--- src/rtl/regfile_pkg.sv ---
// Shared types and sizes for the register file writeback path and load scoreboard.
package regfile_pkg;

  localparam int XLEN        = 32;
  localparam int NREG        = 32;
  localparam int REG_ADDR_W  = $clog2(NREG);
  localparam int MAX_PENDING = 4;

  typedef struct packed {
    logic [REG_ADDR_W-1:0] rd;
    logic [XLEN-1:0]       data;
  } wb_req_t;

  typedef enum logic {
    HOLD_EMPTY,
    HOLD_HELD
  } hold_state_e;

endpackage

--- src/rtl/regfile_scoreboard.sv ---
// Per-register busy bits for outstanding loads, outstanding-load counter and the
// issue stall that protects against RAW/WAW hazards on those loads.
module regfile_scoreboard #(
  parameter int NREG        = 32,
  parameter int MAX_PENDING = 4,
  localparam int PEND_W     = $clog2(MAX_PENDING + 1)
) (
  input  logic                              i_clk,
  input  logic                              i_reset,
  input  logic                              i_issue_valid,
  input  logic [regfile_pkg::REG_ADDR_W-1:0] i_rs1,
  input  logic [regfile_pkg::REG_ADDR_W-1:0] i_rs2,
  input  logic                              i_use_rs1,
  input  logic                              i_use_rs2,
  input  logic [regfile_pkg::REG_ADDR_W-1:0] i_rd,
  input  logic                              i_wren,
  input  logic                              i_is_load,
  input  logic                              i_clr_valid,
  input  logic [regfile_pkg::REG_ADDR_W-1:0] i_clr_rd,
  output logic                              o_stall,
  output logic [NREG-1:0]                   o_busy,
  output logic [PEND_W-1:0]                 o_pending
);
  import regfile_pkg::*;

  logic [NREG-1:0]   busy, busy_nxt;
  logic [PEND_W-1:0] pending;
  logic              full, set_en, clr_en;

  assign full = (pending == PEND_W'(MAX_PENDING));

  assign o_stall = i_issue_valid &
                   ((i_use_rs1 & busy[i_rs1]) |
                    (i_use_rs2 & busy[i_rs2]) |
                    (i_wren    & busy[i_rd])  |
                    (i_is_load & i_wren & (i_rd != '0) & full));

  assign set_en = i_issue_valid & ~o_stall & i_is_load & i_wren & (i_rd != '0);
  // A write for a register that is no longer busy (e.g. a return that outlived a
  // reset) is committed by the top but must not disturb the counter.
  assign clr_en = i_clr_valid & busy[i_clr_rd];

  always_comb begin
    busy_nxt = busy;
    if (clr_en) busy_nxt[i_clr_rd] = 1'b0;
    if (set_en) busy_nxt[i_rd]     = 1'b1;
    busy_nxt[0] = 1'b0;
  end

  always_ff @(posedge i_clk or posedge i_reset) begin
    if (i_reset) begin
      busy    <= '0;
      pending <= '0;
    end else begin
      busy <= busy_nxt;
      case ({set_en, clr_en})
        2'b10:   pending <= pending + PEND_W'(1);
        2'b01:   pending <= pending - PEND_W'(1);
        default: pending <= pending;
      endcase
    end
  end

  assign o_busy    = busy;
  assign o_pending = pending;

endmodule

--- src/rtl/regfile_wb_scoreboard.sv ---
// Shares the single register file write port between ALU writeback and load
// returns (ALU first, one-entry hold buffer for a displaced load) and scoreboards loads.
module regfile_wb_scoreboard #(
  parameter int XLEN        = regfile_pkg::XLEN,
  parameter int NREG        = regfile_pkg::NREG,
  parameter int MAX_PENDING = regfile_pkg::MAX_PENDING,
  localparam int PEND_W     = $clog2(MAX_PENDING + 1)
) (
  input  logic                              i_clk,
  input  logic                              i_reset,
  input  logic                              i_issue_valid,
  input  logic [regfile_pkg::REG_ADDR_W-1:0] i_issue_rs1,
  input  logic [regfile_pkg::REG_ADDR_W-1:0] i_issue_rs2,
  input  logic                              i_issue_use_rs1,
  input  logic                              i_issue_use_rs2,
  input  logic [regfile_pkg::REG_ADDR_W-1:0] i_issue_rd,
  input  logic                              i_issue_wren,
  input  logic                              i_issue_is_load,
  output logic                              o_issue_stall,
  input  logic                              i_alu_wb_valid,
  input  logic [regfile_pkg::REG_ADDR_W-1:0] i_alu_wb_rd,
  input  logic [XLEN-1:0]                   i_alu_wb_data,
  input  logic                              i_lsu_valid,
  input  logic [regfile_pkg::REG_ADDR_W-1:0] i_lsu_rd,
  input  logic [XLEN-1:0]                   i_lsu_data,
  output logic                              o_lsu_ready,
  output logic                              o_rd_wren,
  output logic [regfile_pkg::REG_ADDR_W-1:0] o_rd_addr,
  output logic [XLEN-1:0]                   o_rd_data,
  output logic [PEND_W-1:0]                 o_pending_loads
);
  import regfile_pkg::*;

  hold_state_e     state;
  wb_req_t         held;
  logic            out_is_load;
  logic [NREG-1:0] busy;
  logic            alu_v, lsu_acc, lsu_v;

  // Writes to x0 are dropped at the door so they never take the write port.
  assign alu_v       = i_alu_wb_valid & (i_alu_wb_rd != '0);
  assign o_lsu_ready = (state == HOLD_EMPTY);
  assign lsu_acc     = i_lsu_valid & o_lsu_ready;
  assign lsu_v       = lsu_acc & (i_lsu_rd != '0);

  always_ff @(posedge i_clk or posedge i_reset) begin
    if (i_reset) begin
      state       <= HOLD_EMPTY;
      held        <= '0;
      o_rd_wren   <= 1'b0;
      o_rd_addr   <= '0;
      o_rd_data   <= '0;
      out_is_load <= 1'b0;
    end else begin
      o_rd_wren   <= 1'b0;
      out_is_load <= 1'b0;
      if (alu_v) begin
        o_rd_wren <= 1'b1;
        o_rd_addr <= i_alu_wb_rd;
        o_rd_data <= i_alu_wb_data;
      end else if (state == HOLD_HELD) begin
        o_rd_wren   <= 1'b1;
        o_rd_addr   <= held.rd;
        o_rd_data   <= held.data;
        out_is_load <= 1'b1;
      end else if (lsu_v) begin
        o_rd_wren   <= 1'b1;
        o_rd_addr   <= i_lsu_rd;
        o_rd_data   <= i_lsu_data;
        out_is_load <= 1'b1;
      end

      case (state)
        HOLD_EMPTY: if (lsu_v && alu_v) begin
          held  <= '{rd: i_lsu_rd, data: i_lsu_data};
          state <= HOLD_HELD;
        end
        HOLD_HELD:  if (!alu_v) state <= HOLD_EMPTY;
        default:    state <= HOLD_EMPTY;
      endcase
    end
  end

  // Busy bit is released when the load's write is on the port; the register file
  // commits on that same edge, so dependents see the data one cycle later.
  regfile_scoreboard #(
    .NREG        (NREG),
    .MAX_PENDING (MAX_PENDING)
  ) u_sb (
    .i_clk         (i_clk),
    .i_reset       (i_reset),
    .i_issue_valid (i_issue_valid),
    .i_rs1         (i_issue_rs1),
    .i_rs2         (i_issue_rs2),
    .i_use_rs1     (i_issue_use_rs1),
    .i_use_rs2     (i_issue_use_rs2),
    .i_rd          (i_issue_rd),
    .i_wren        (i_issue_wren),
    .i_is_load     (i_issue_is_load),
    .i_clr_valid   (o_rd_wren & out_is_load),
    .i_clr_rd      (o_rd_addr),
    .o_stall       (o_issue_stall),
    .o_busy        (busy),
    .o_pending     (o_pending_loads)
  );

  a_alu_wb_to_busy: assert property (@(posedge i_clk) disable iff (i_reset)
    !(i_alu_wb_valid && (i_alu_wb_rd != '0) && busy[i_alu_wb_rd]));

  a_load_to_idle: assert property (@(posedge i_clk) disable iff (i_reset)
    !(lsu_acc && (i_lsu_rd != '0) && !busy[i_lsu_rd]));

endmodule

--- config.mk ---
export PLATFORM = sky130hd
export DESIGN_NAME = regfile_wb_scoreboard
export DESIGN_NICKNAME = d
export VERILOG_FILES = /design/src/rtl/regfile_pkg.sv /design/src/rtl/regfile_scoreboard.sv /design/src/rtl/regfile_wb_scoreboard.sv
export SDC_FILE = /design/constraint.sdc
export NUM_CORES = 1
export LEC_CHECK = 0
export CAP_MARGIN = 0
export CORE_MARGIN = 3
export CORE_UTILIZATION = 26
export CTS_BUF_LIST = sky130_fd_sc_hd__clkbuf_4 sky130_fd_sc_hd__clkbuf_8
export DETAILED_ROUTE_END_ITERATION = 10
export DONT_BUFFER_PORTS = 1
export GPL_TIMING_DRIVEN = 0
export PLACE_DENSITY_LB_ADDON = 0.2
export SKIP_LAST_GASP = 1
export SYNTH_ARGS = -nofsm -noshare
export SYNTH_HDL_FRONTEND = slang
export SYNTH_SLANG_ARGS = --single-unit
--- constraint.sdc ---
create_clock -name i_clk -period 5.23 [get_ports i_clk]
set_input_delay 1.046 -clock i_clk [delete_from_list [all_inputs] [get_ports i_clk]]
set_output_delay 1.046 -clock i_clk [all_outputs]
set_load 0.005 [all_outputs]
==> results of run 1 <==
final timing paths:
| kind | startpoint | endpoint | depth (start not counted) |
|---|---|---|---|
| min in group i_clk | held[2] | held[2] | 1 |
| setup / recovery | i_issue_rs2[2] | o_issue_stall | 8 |
| max in group asynchronous | i_reset | o_rd_data[31] | 2 |
| setup reg to reg | o_rd_addr[1] | u_sb.o_pending[2] | 13 |
| hold reg to reg | held[2] | held[2] | 1 |
| hold / removal | i_reset | o_rd_data[3] | 1 |
cells by family (layout without fill, tap and decap cells):
kind of cell    Yosys count  in the layout  synth area share
compound gates          163            163             0.163
xor+xnor                  3              3           0.00414
fa+ha+maj                 2              2           0.00512
buf+inv                  64             81            0.0410
flops                   111            111             0.438
mux                     114            114             0.237
simple gates            154            154             0.112
cell usage after synthesis (all sizes together), types with 2 or more instances:
library cell,instances,area (um^2)
dfrtp,111,2780
nand2,57,214
nor2,51,191
o21ai,49,245
mux2i,47,470
o31ai,43,323
mux2,42,473
a21oi,40,200
clkbuf,29,109
mux4,25,563
buf,22,103
inv,13,48.8
o41ai,12,113
nand3,11,60.1
nand3b,7,52.6
nor2b,6,37.5
nand2b,4,25.0
a31oi,3,18.8
o21a,3,22.5
or3,3,18.8
or3b,3,26.3
a2bb2oi,2,17.5
a41oi,2,17.5
and3,2,12.5
and3b,2,17.5
or2,2,12.5
or4,2,15.0
xor2,2,17.5
cell type report:
| class | count | area share |
|---|---|---|
| multi-input combinational | 436 | 0.476 |
| inverter | 13 | 0.00773 |
| buffer | 51 | 0.0304 |
| sequential | 111 | 0.399 |
| clock buffer | 9 | 0.0178 |
| timing repair buffer | 1 | 0.00396 |
| clock inverter | 7 | 0.00773 |
| tap | 319 | 0.0574 |
worst max-delay path: stages:
cell	delay [ps]
sky130_fd_sc_hd__clkbuf_1	390
sky130_fd_sc_hd__mux4_2	560
sky130_fd_sc_hd__mux2i_1	210
sky130_fd_sc_hd__nand3b_1	100
sky130_fd_sc_hd__o311ai_1	130
sky130_fd_sc_hd__nand3_2	240
sky130_fd_sc_hd__clkbuf_1	290
sky130_fd_sc_hd__and2_1	250
where the power goes:
group,internal [mW],total (mW),switching [mW]
logic,0.369,0.705,0.336
registers,1.05,1.28,0.234
clock network,0.179,0.499,0.320
per-stage QoR:
step | utilization | std cells | area, um^2
after floorplan | - | 611 | 6350
after global placement | 0.284 | 930 | 6750
after detailed placement | 0.285 | 931 | 6780
after CTS | 0.293 | 947 | 6960
after global routing | 0.293 | 947 | 6960
final | 0.293 | 947 | 6960
registers in the layout, indices dropped and copies added, names as in the netlist:
| register | count |
|---|---|
| o_rd_wren | 1 |
| o_rd_data | 32 |
| held | 37 |
| out_is_load | 1 |
| o_rd_addr | 5 |
| state | 1 |
| u_sb.o_pending | 3 |
| u_sb.o_busy | 31 |
per-layer routing:
layer | up-vias | global-route usage | wire length, um
met5 | - | 0 | 0
met4 | 0 | 0.0434 | 326
met3 | 26 | 0.0696 | 2380
met2 | 215 | 0.234 | 9110
met1 | 2468 | 0.181 | 7750
li1 | 2268 | - | -
==> results summary, run 1 <==
The number of enable flip-flop cells after synthesis came out at 0. The worst setup path is of the in -> out kind. The reg-to-reg setup timing slack came out at 1490 ps.

STA classifies the critical path endpoint as a primary output. The final number of setup-violating endpoints came out at 0. The overall die width is 162 um. The post-cts hold buffer count is 0.

The portion of the post-synthesis area used by sequential elements came out at 0.438. After clock tree synthesis, the setup repair step added 0 buffers. The total die area is 26,300 um^2. The number of antenna diodes in the final layout is 0.

The final total power is 2.49 mW. The count of buffers from port buffering is 0. In this run the worst hold path is classified as in -> async. The net count after synthesis is 711. The clock sink count came out at 111. The number of hold-slack violations in the final timing report came out at 0. A synthesized cell averages 10.4 um^2. The share of layout cells above drive strength 1 came out at 0.164. From bottom edge to top edge, the die measures 162 um. The area used by multi-input combinational logic came out at 3310 um^2. The standard-cell row count is 56. The sequential cell area in the final layout is 2780 um^2.

In the global route stage, overall resource usage came out at 0.148. The detailed placer's ending HPWL came out at 14,900 um. After filler insertion, the fill cell instance count of the layout stands at 2,486. The leakage power summed over all cells came out at 2.61 nW. Among all flip-flop cells after synthesis, the most frequent one is sky130_fd_sc_hd__dfrtp_1. In this run, post-CTS repair resized a total of 0 instances. The final sum of negative setup slack is 0 ps.

The via count of the first global-routing pass is 5,204. Yosys mapped the design onto 48 distinct sky130hd cell types. The headroom to the max-slew limit is 0.506.

The number of max-capacitance violations reported came out at 0. The worst-margin pin slew came out at 741 ps. The post-synthesis register bit count came out at 111. The largest net degree at the start of global routing came out at 68. The maximum vdd drop came out at 0.112 mV. The worst path meets setup with 960 ps of slack.

The tree is rooted in a sky130_fd_sc_hd__clkbuf_8. The growth of design area from synthesis to finish is 9.60%. The number of nets at the end of the flow is 723. TritonCTS built the clock tree. The top cell types in the final layout, fill and taps aside, are sky130_fd_sc_hd__dfrtp_1, sky130_fd_sc_hd__nand2_1, sky130_fd_sc_hd__nor2_1, sky130_fd_sc_hd__o21ai_0, sky130_fd_sc_hd__mux2i_1. The count of yosys warnings during synthesis is 0. At the later pin of the worst-skew pair, clock insertion delay measures 390 ps. The final weighted congestion in routability-driven placement came out at 0.878. The clock-pin slew reported for the worst setup and hold paths after clock tree synthesis is 110 ps. CTS built an H-tree with a depth of 3. The final count of pins violating max slew is 0. Dividing total power by cell area gives a power density of 357 nW/um^2. The maximum frequency from static timing analysis came out at 234 MHz. The largest fanout on the critical path came out at 10. The count of TritonRoute iterations in the first routing pass is 5. The leading cell type in the layout, fill and taps excluded is sky130_fd_sc_hd__dfrtp_1. The residual overflow from global routing came out at 0. The final period utilization is 0.817. Setup repair after global routing left no endpoint under its margin.

The effective utilization at floorplan is 0.267. The initial antenna violation count is 0. Final hold analysis gives a worst-case slack of 512 ps. The post-synthesis async set-or-reset flop share came out at 1.00.

The arrival time of data at the critical path endpoint is 3220 ps. The core area came out at 23,800 um^2. The DRC violations left came out at 0. The initial detailed-routing violation count is 431. The worst setup path is launched from an input port.

The via total after detailed routing is 4,977. The shortest period the worst path allows came out at 4270 ps. The critical path data required time came out at 4180 ps. The detailed-route vias per instance is 5.26. The setup clock skew after layout is 14.7 ps. The number of top-level design ports came out at 141. The number of buffers on the longest clock path came out at 2. The total clock buffers created by CTS came out at 9. In the final routed layout, each cell accounts on average for 20.7 um. The first-pass GRT wire length is 30,700 um. The post-route antenna net violation count came out at 0. The instance count of the mapped netlist came out at 611. The final wirelength came out at 19,600 um. The worst slack at placement came out at 937 ps.

The flow ran to the end, and the final reports show no timing, DRC or antenna violations. The netlist area before placement came out at 6350 um^2.
Note: power is estimated with default switching activity, not from simulation.
==> run 2, diff against run 1 <==
ABC_AREA = 1   (was unset)
clock period = 3.6 ns   (was 5.23 ns; I/O delays follow)
==> results summary, run 2 <==
Result of the run: completed (unchanged). Cell-by-cell trace of the critical path: buf_2 -> clkbuf_1 -> o211ai_1 -> nand3_1 -> nand3_1 -> nand3b_1 -> nand3_1 -> buf_2 -> nand3_1 -> ha_1 -> inv_1 -> fa_1 -> a21oi_1 -> o21ai_0 -> xnor2_1 (was clkbuf_1 -> mux4_2 -> mux2i_1 -> nand3b_1 -> o311ai_1 -> nand3_2 -> clkbuf_1 -> and2_1). The logic depth of the worst path, buffers included came out at 15 (was 8). The number of hold-slack violations in the final timing report was 0 (unchanged). The cell at the slowest stage of the critical path is sky130_fd_sc_hd__fa_1 (was sky130_fd_sc_hd__mux4_2). The critical path data required time came out at 3890 ps (was 4180 ps). The core area came to 25,500 um^2 (was 23,800 um^2). The category of the worst setup path launch point is an input port (unchanged).

The share of cell area taken by muxes after synthesis came out at 0 (was 0.237). The maximum cell stage delay along the critical path came out at 380 ps (was 560 ps). The maximum frequency from static timing analysis is 320 MHz. The fraction of power consumed by the clock network came out at 0.223 (was 0.201). The worst-skew pair later-pin latency came out at 400 ps (was 390 ps). The post-synthesis share of cell area spent on and, or, nand and nor gates came to 0.318 (was 0.112). The headroom to the max-slew limit came to 0.571 (was 0.506). The post-synthesis area per instance is 7.05 um^2 (was 10.4 um^2). The leakage power summed over all cells is 3.30 nW (was 2.61 nW).

Leading cell types by total area after synthesis: sky130_fd_sc_hd__dfrtp_1, sky130_fd_sc_hd__nand2_1, sky130_fd_sc_hd__o21ai_0 (was sky130_fd_sc_hd__dfrtp_1, sky130_fd_sc_hd__mux4_2, sky130_fd_sc_hd__mux2_2). The post-synthesis async set-or-reset flop share is 1.00 (unchanged). The antenna diode count came to 0 (unchanged). The internal power summed over all cells came to 2.27 mW (was 1.60 mW).

The aggregate global-route resource usage was 0.176 (was 0.148). The number of top-level design ports came out at 141 (unchanged). The final number of setup-violating endpoints is 0 (unchanged). The post-CTS resize count is 0 (unchanged).

The source of the critical timing path is i_issue_rs2[0] (was i_issue_rs2[2]). The via count of the first global-routing pass is 6,507 (was 5,204). The overall die width is 168 um (was 162 um). The primary flip-flop cell chosen by synthesis mapping is sky130_fd_sc_hd__dfrtp_1 (unchanged).

The number of enable flip-flop cells after synthesis was 0 (unchanged). The initial detailed-routing violation count is 460 (was 431). The net switching power of the design came out at 1.59 mW (was 889 uW). The total die area is 28,200 um^2 (was 26,300 um^2). The beginning of the worst register-to-register path was u_sb.o_busy[13] (was o_rd_addr[1]).

The first-pass GRT wire length came out at 38,800 um (was 30,700 um). After layout, the minimum clock period comes to 3120 ps. The post-route antenna net violation count is 0 (unchanged). The count of placed standard cells including taps came to 1,302 (was 931). The routed length per placed instance is 18.8 um (was 20.7 um). The root buffer selected by CTS is sky130_fd_sc_hd__clkbuf_8 (unchanged). The flip-flop count of the largest register after layout was 37 (unchanged). The clock-pin slew reported for the worst setup and hold paths after clock tree synthesis is 130 ps (was 110 ps). The worst-margin pin slew is 642 ps (was 741 ps). The combinational cell fraction of total power came to 0.291 (was 0.284).

The initial antenna violation count is 0 (unchanged). The number of max-capacitance violations reported is 0 (unchanged). The critical register-to-register path endpoint was u_sb.o_pending[2] (unchanged). The detailed-route wire length on metal 1 came out at 10,800 um (was 7750 um).

The detailed-route vias per instance came out at 4.90 (was 5.26). The switching share of power is 0.412 (was 0.358). The final wirelength is 24,800 um (was 19,600 um).

The final count of pins violating max slew is 0 (unchanged). The area after detailed placement is 7310 um^2 (was 6780 um^2). The final total power is 3.86 mW (was 2.49 mW). The share of layout cells above drive strength 1 is 0.0830 (was 0.164). The count of fill cells added during filler insertion is 2,834 (was 2,486). The arrival time of data at the critical path endpoint came to 3410 ps (was 3220 ps). The cell occurring most often along the worst timing path was sky130_fd_sc_hd__nand3_1 (was sky130_fd_sc_hd__clkbuf_1). The routed length on met3 is 1720 um (was 2380 um).

The combinational family with the most area after synthesis is simple AND/OR/NAND/NOR gates (was multiplexers). The via total after detailed routing is 6,461 (was 4,977). The residual overflow from global routing came out at 0 (unchanged). The post-route non-filler standard cell count is 1,318 (was 947). The count of TritonRoute iterations in the first routing pass came out at 5 (unchanged).

The count of buffers from port buffering came out at 0 (unchanged). The buffering stage count on the worst path with inverters included came out at 4 (was 2). The top cell type by total area after synthesis was sky130_fd_sc_hd__dfrtp_1 (unchanged). Dividing the final minimum period by the clock period gives 0.867. The post-cts hold buffer count came out at 0 (unchanged). The fraction of the mapped netlist area in adder cells is 0.00476 (was 0.00512). The endpoint of the worst setup timing path is u_sb.o_pending[2] (was o_issue_stall). The number of buffers on the longest clock path is 2 (unchanged). The growth of design area from synthesis to finish came out at 10.2% (was 9.60%). The utilization after layout came out at 0.295 (was 0.293). The setup clock skew after layout came to 16.7 ps (was 14.7 ps). The DRC violations left was 0 (unchanged). The power density normalized to cell area came out at 513 nW/um^2 (was 357 nW/um^2). The clock sink count was 111 (unchanged). The effective utilization at floorplan came out at 0.268 (was 0.267). The final hold slack was 261 ps (was 512 ps). The portion of the post-synthesis area used by sequential elements is 0.407 (was 0.438). The area used by multi-input combinational logic is 3340 um^2 (was 3310 um^2). The count of yosys warnings during synthesis was 0 (unchanged). Unrepaired setup endpoints after global routing: false (unchanged).

The number of library cell types mapped by synthesis is 35 (was 48). The startpoint-to-endpoint class of the critical path was in -> reg (was in -> out). The largest net degree at the start of global routing is 39 (was 68). The kind of end point of the critical path is a flop (was primary output). The area fraction in compound gates after synthesis came out at 0.165 (was 0.163). The buffer count from post-CTS setup fixing is 0 (unchanged). The total length of routed met2 wires is 11,800 um (was 9110 um).

Most frequent cells in the layout: sky130_fd_sc_hd__nand2_1, sky130_fd_sc_hd__dfrtp_1, sky130_fd_sc_hd__inv_1, sky130_fd_sc_hd__o21ai_0, sky130_fd_sc_hd__nor2_1 (was sky130_fd_sc_hd__dfrtp_1, sky130_fd_sc_hd__nand2_1, sky130_fd_sc_hd__nor2_1, sky130_fd_sc_hd__o21ai_0, sky130_fd_sc_hd__mux2i_1). The leading cell type in the layout, fill and taps excluded was sky130_fd_sc_hd__nand2_1 (was sky130_fd_sc_hd__dfrtp_1). The part of the power in registers was 0.486 (was 0.516). The CTS tree is yes (unchanged). The fraction of post-synthesis cell area in the top cell type by area came out at 0.407 (was 0.438). The type of the most critical hold path is in -> async (unchanged). The worst-case reg-to-reg path depth is 15 (was 13). The final sum of negative setup slack is 0 ps (unchanged). The worst slack at placement came out at 75.8 ps (was 937 ps). The leading cell type by number of instances after synthesis is sky130_fd_sc_hd__nand2_1 (was sky130_fd_sc_hd__dfrtp_1). The final weighted congestion in routability-driven placement came to 0.914 (was 0.878). The maximum vdd drop is 0.191 mV (was 0.112 mV). The reg-to-reg setup timing slack is 580 ps (was 1490 ps). The final instance area came to 7520 um^2 (was 6960 um^2). The cell type group with the largest total delay on the critical path is buffers and inverters (was multiplexers).

The worst setup slack after layout came out at 480 ps (was 960 ps). The post-synthesis register bit count is 111 (unchanged). The die height came out at 168 um (was 162 um). Most frequent cells after synthesis: sky130_fd_sc_hd__nand2_1, sky130_fd_sc_hd__dfrtp_1, sky130_fd_sc_hd__inv_1, sky130_fd_sc_hd__o21ai_0, sky130_fd_sc_hd__nor2_1 (was sky130_fd_sc_hd__dfrtp_1, sky130_fd_sc_hd__nand2_1, sky130_fd_sc_hd__nor2_1, sky130_fd_sc_hd__o21ai_0, sky130_fd_sc_hd__mux2i_1).

The most flop-heavy register is held (unchanged). The highest metal layer used by the detailed router is met4 (unchanged). The netlist area before placement came out at 6830 um^2 (was 6350 um^2). The standard-cell row count was 58 (was 56). The xor and xnor fraction of the mapped netlist area came out at 0.00257 (was 0.00414). The total clock buffers created by CTS came out at 9 (unchanged). The number of levels the H-tree was split into came to 3 (unchanged). The number of nets at the end of the flow came out at 1,083 (was 723). The largest fanout on the critical path came out at 10 (unchanged). The net count after synthesis came out at 1,069 (was 711). The instance count of the mapped netlist came out at 969 (was 611). The sequential cell area in the final layout is 2780 um^2 (unchanged). The detailed placer's ending HPWL came out at 18,600 um (was 14,900 um).
[run 2: changes by cell type after synthesis, sizes merged, moves of 30 or more]
cell    previous run  this run
inv               13        99
mux2              42         0
mux2i             47         0
nand2             57       336
nand3             11        52
nand4              1        31
o211ai             1        38
o21ai             49       117
o31ai             43         0
[run 2: cells by family (layout without fill, tap and decap cells)]
group | after synthesis | in the layout
and+or+nand+nor | 505 | 505
AOI/OAI and AO/OA | 196 | 196
buffers and inverters | 153 | 172
DFF | 111 | 111
adders and majority gates | 2 | 2
xor gates and xnor gates | 2 | 2
[run 2: layout make-up]
cell class,count,share of cell area
Clock buffer,10,0.0175
Tap cell,330,0.0549
Sequential cell,111,0.369
Buffer,54,0.0432
Multi-Input combinational cell,705,0.445
Inverter,99,0.0512
Timing Repair Buffer,3,0.00798
Clock inverter,6,0.0115
[run 2: power by group through the flow]
stage	Sequential (mW)	Combinational [mW]	Clock, mW
global route	1.91	1.29	0.935
global placement	1.90	1.10	0
finish	1.88	1.12	0.861
floorplan	1.72	0.847	0
CTS	1.87	1.12	0.891
detailed placement	1.90	1.12	0
[run 2: how the worst min path moves through the flow]
stage                    end  slack (ps)  cells after the start
floorplan           held[32]         440                      2
global placement    held[32]         460                      2
detailed placement  held[32]         460                      2
CTS                 held[28]         250                      1
global route        held[28]         270                      1
finish              held[28]         260                      1
[run 2: per-layer routing]
layer / global-route usage / up-vias
met4: 0.0498 / 0
met1: 0.226 / 3039
met2: 0.295 / 173
met3: 0.0439 / 29
met5: 0 / -
li1: - / 3220
